## config.mk

```make
export PLATFORM = sky130hd
export DESIGN_NAME = fetch_queue_stage
export DESIGN_NICKNAME = d
export VERILOG_FILES = /design/src/rtl/fetch_queue_stage.sv
export SDC_FILE = /design/constraint.sdc
export NUM_CORES = 1
export LEC_CHECK = 0
export ABC_CLOCK_PERIOD_IN_PS = 22000
export CORE_AREA = 2 2 161 163
export DETAILED_ROUTE_END_ITERATION = 12
export DIE_AREA = 0 0 163 165
export MAX_ROUTING_LAYER = met4
export PLACE_DENSITY_LB_ADDON = 0.3
export SKIP_LAST_GASP = 1
export SLEW_MARGIN = 30
export SYNTH_ARGS = -nofsm -noshare
export SYNTH_HDL_FRONTEND = slang
export SYNTH_SLANG_ARGS = --single-unit
```

## constraint.sdc

```tcl
create_clock -name Clk -period 22 [get_ports Clk]
set_input_delay 4.4 -clock Clk [delete_from_list [all_inputs] [get_ports Clk]]
set_output_delay 4.4 -clock Clk [all_outputs]
set_load 0.05 [all_outputs]
```

## src/rtl/fetch_queue_stage.sv

```systemverilog
// Instruction-fetch stage: PC generation with prioritised redirects, fetch fault
// check and a DEPTH-deep prefetch FIFO. Optional zero-latency path: FETCH_BYPASS_EN.
module fetch_queue_stage #(
  parameter int unsigned DEPTH      = 4,
  parameter logic [31:0] RESET_PC   = 32'h0000_3000,
  parameter logic [31:0] HANDLER_PC = 32'h0000_4180,
  parameter logic [31:0] ADDR_LO    = 32'h0000_3000,
  parameter logic [31:0] ADDR_HI    = 32'h0000_4ffc
) (
  input  logic        Clk,
  input  logic        Reset,
  input  logic        IntReq,
  input  logic        Eret,
  input  logic [31:0] EPC,
  input  logic        Redirect,
  input  logic [31:0] RedirectPC,
  output logic [31:0] ImAddr,
  input  logic [31:0] ImData,
  output logic        OutValid,
  input  logic        OutReady,
  output logic [31:0] InstrFD,
  output logic [31:0] PCFD,
  output logic [31:0] PC4FD,
  output logic [4:0]  ExcCodeFD,
  output logic        Full
);

  localparam int AW = $clog2(DEPTH);
  localparam logic [AW:0] DEPTH_C = (AW+1)'(DEPTH);

  logic [31:0]   pc;
  logic [31:0]   pc_mem    [DEPTH];
  logic [31:0]   instr_mem [DEPTH];
  logic [4:0]    exc_mem   [DEPTH];
  logic [AW-1:0] wr_ptr, rd_ptr;
  logic [AW:0]   count;

  logic          redirect_any;
  logic [31:0]   target;
  logic          fault;
  logic [31:0]   fetch_instr;
  logic [4:0]    fetch_exc;
  logic          stored_valid, bypass_show, bypass_take;
  logic          pop, push, write;

  always_comb begin
    redirect_any = Eret | IntReq | Redirect;
    target       = Eret ? EPC : (IntReq ? HANDLER_PC : RedirectPC);
    fault        = (pc[1:0] != 2'b00) || (pc < ADDR_LO) || (pc > ADDR_HI);
    fetch_instr  = fault ? 32'h0 : ImData;
    fetch_exc    = fault ? 5'd4 : 5'd0;
    stored_valid = (count != '0);
`ifdef FETCH_BYPASS_EN
    bypass_show  = !stored_valid && !redirect_any;
`else
    bypass_show  = 1'b0;
`endif
    bypass_take  = bypass_show && OutReady;
    pop          = stored_valid && OutReady && !redirect_any;
    push         = !redirect_any && ((count < DEPTH_C) || pop);
    // A bypassed fetch advances the PC but never occupies a slot.
    write        = push && !bypass_take;
  end

  always_ff @(posedge Clk) begin
    if (!Reset) begin
      pc     <= RESET_PC;
      wr_ptr <= '0;
      rd_ptr <= '0;
      count  <= '0;
      for (int i = 0; i < DEPTH; i++) begin
        pc_mem[i]    <= '0;
        instr_mem[i] <= '0;
        exc_mem[i]   <= '0;
      end
    end else if (redirect_any) begin
      pc     <= target;
      wr_ptr <= '0;
      rd_ptr <= '0;
      count  <= '0;
    end else begin
      if (push) pc <= pc + 32'd4;
      if (write) begin
        pc_mem[wr_ptr]    <= pc;
        instr_mem[wr_ptr] <= fetch_instr;
        exc_mem[wr_ptr]   <= fetch_exc;
        wr_ptr            <= wr_ptr + AW'(1);
      end
      if (pop) rd_ptr <= rd_ptr + AW'(1);
      count <= count + (AW+1)'(write) - (AW+1)'(pop);
    end
  end

  always_comb begin
    ImAddr   = pc;
    Full     = (count == DEPTH_C);
    OutValid = stored_valid || bypass_show;
    if (bypass_show) begin
      PCFD      = pc;
      InstrFD   = fetch_instr;
      ExcCodeFD = fetch_exc;
    end else begin
      PCFD      = pc_mem[rd_ptr];
      InstrFD   = instr_mem[rd_ptr];
      ExcCodeFD = exc_mem[rd_ptr];
    end
    PC4FD = PCFD + 32'd4;
  end

endmodule

```

==> impl_metrics.py <==
metrics = {
    "timing": {
        "finalHoldViolCount": 0,
        "setup_tns_ns": 0,
        "finalMaxSlewViolations": 0,
        "finalCritPeriodShare_pct": 41.30,
        "rsz0062_at_grt": "no",
        "final.min_clock_period_ns": 9.086,
        "worst_clock_skew_ns": 0.009559,
        "fmax_mhz": 110.1,
        "relSlewSlack_pct": 35.02,
        "setup_violations": 0,
        "worst_pin_slew_ns": 0.9710,
    },
    "detailed_routing": {
        "drc": 0,
        "post_drt_wl_per_cell_um": 21.64,
        "drtIter0Drc": 1007,
        "antenna_left": 0,
        "drt-total-wl_um": 36630,
        "drtPass1Iterations": 5,
        "num_vias": 10070,
        "routed_via_density": 5.946,
    },
    "setup_path": {
        "endpoint_kind": "primary output",
        "crit_fanout": 37,
        "startpoint_type": "flop",
        "critical_path_class": "reg -> out",
        "crit_required_ns": 17.60,
        "timing.critical_path.arrival_ns": 4.69,
        "rr_worst_depth": 7,
    },
    "grt": {
        "antenna_found_initial": 0,
        "grt_pass1_vias": 10090,
        "grt-ovfl-total": 0,
        "grt_max_degree": 69,
        "grt_usage_pct": 28.23,
        "grt_pass1_wl_um": 56210,
    },
    "floorplanning": {
        "die_width_um": 163,
        "start_util_pct": 57.54,
        "num_rows": 58,
        "fp.dieArea_um2": 26900,
        "core-area_um2": 25040,
        "io_pins": 237,
        "die_h_um": 165,
    },
    "cells_and_area": {
        "syn2layout_area_growth_pct": 24.57,
        "final_nets": 1446,
        "utilization_pct": 71.67,
        "drive_above_1_share_pct": 10.87,
    },
    "synthesis": {
        "synth_area_um2": 14410,
        "netlist_instances": 1141,
        "async_reset_ff_share_pct": 0,
        "ys_ff_latch": 301,
        "synth_warnings": 0,
        "ys_types": 56,
        "synth_edf_count": 260,
        "yosysTopAreaCell": "edfxtp_1",
        "synth.top_cell.area_share_pct": 54.20,
        "yosys-top-cells-area": "edfxtp_1 54%, mux4_2 10%, dfxtp_1 5.7%",
        "synthTopCellsByCount": "260 x edfxtp_1, 106 x nand2_1, 101 x nor2_1",
        "yosysSeqAreaShare_pct": 59.90,
        "synth.most_common_cell": "edfxtp_1",
        "synthFlopType": "edfxtp_1",
        "synth.avg_cell_area_um2": 12.62,
    },
    "power": {
        "powerDensity_nw_per_um2": 72.55,
        "peakVddDrop_uv": 43.76,
        "power_leakage_nw": 6.748,
        "finalPower_mw": 1.302,
    },
    "clock_network": {
        "postCtsHoldBufs": 0,
        "cts_setup_buffers": 0,
        "path_clk_slew_ns": 0.06,
        "cts_tree": "done",
        "clock_sinks": 301,
        "clk_latency_ns": 0.54,
        "cts_buffers": 29,
        "cts_resized": 0,
        "root_buffer": "clkbuf_16",
        "h-tree-depth": 1,
        "clockBufferDepth": 3,
    },
    "flow_run": {
        "cap_viol_max_count": 0,
    },
    "min_path": {
        "hold_path_depth": 2,
        "hold_path_class": "reg -> reg",
    },
    "status": {
        "status": "finished, final reports clean",
    },
    "place": {
        "place.detailed.hpwl_um": 23080,
        "io_buffers": 232,
        "place.gp.congestion": 0.8688,
    },
}
cells in the final DEF (no fill, tap or decap), drive strengths merged, types with 5 or more instances in the layout:
cell type and count:
edfxtp 260, clkdlybuf4s50 231, nand2 107, nor2 101
and2 95, and3 73, mux4 65, inv 47
dfxtp 41, clkbuf 41, xnor2 30, a21oi 28
o31ai 25, nor2b 24, nand3 23, nand4 21
xor2 20, buf 18, o21ai 16, nor3 11
nor4 8, clkinv 8, and4 7, a31oi 5
per-stage QoR:
stage / cells / hold WS [ns] / area (um^2) / setup WS (ns)
floorplan: 1144 / 0.4847 / 14420 / 11.29
global placement: 1637 / 0.5062 / 16970 / 13.50
detailed placement: 1637 / 0.5246 / 16980 / 13.41
CTS: 1691 / 0.5404 / 17920 / 12.80
global route: 1692 / 0.5575 / 17940 / 12.54
finish: 1693 / 0.5399 / 17940 / 12.91
routing by layer:
metal,vias up,GRT usage [%],wire [um]
met5,-,-,0
li1,4561,-,-
met3,66,3.842,2912
met4,0,8.286,796
met1,4919,37.59,14800
met2,520,46.09,18120
report_power, final:
group | internal [mW] | switching, mW | leakage [nW] | total (mW)
combinational | 0.0555 | 0.0956 | 3.26 | 0.151
clock | 0.288 | 0.207 | 0.458 | 0.495
sequential | 0.640 | 0.0155 | 3.03 | 0.656
state kept, by name, indices dropped and copies added (netlist names), named ones only:
signal,cells
ImAddr,32
count,3
exc_mem,4
instr_mem,128
pc_mem,128
rd_ptr,2
wr_ptr,2
cell families after synthesis:
logic type | synth area share, %
other | 0.02603
buffers and inverters | 3.822
xor gates and xnor gates | 3.040
muxes | 10.24
DFF | 59.90
AOI/OAI and AO/OA | 4.760
and+or+nand+nor | 17.73
adders and majority gates | 0.4864
worst paths after layout:
| path | slack [ns] | from | to |
|---|---|---|---|
| min | 0.54 | rd_ptr[0] | rd_ptr[0] |
| min reg2reg | 0.54 | rd_ptr[0] | rd_ptr[0] |
| max reg2reg | 18.89 | ImAddr[3] | instr_mem[0][8] |
| max | 12.91 | flop | PC4FD[19] |
worst max-delay path, stage by stage (launching register included):
cell             delay, ns
dfxtp_4               0.75
buf_4                 0.73
mux4_2                0.43
nand3_1               0.17
nor4_4                0.71
nand4_1               0.24
xnor2_1               0.25
clkdlybuf4s50_1       0.84
cell type report:
cell class | count | area [um^2]
Inverter | 46 | 172.7
Clock buffer | 41 | 800.8
Tap cell | 330 | 412.9
Sequential cell | 301 | 8636
Fill cell | 1748 | 7092
Timing Repair Buffer | 249 | 2457
Multi-Input combinational cell | 712 | 5324
Antenna cell | 1 | 2.502
Clock inverter | 13 | 138.9
Power figures use the tool's default switching activity.
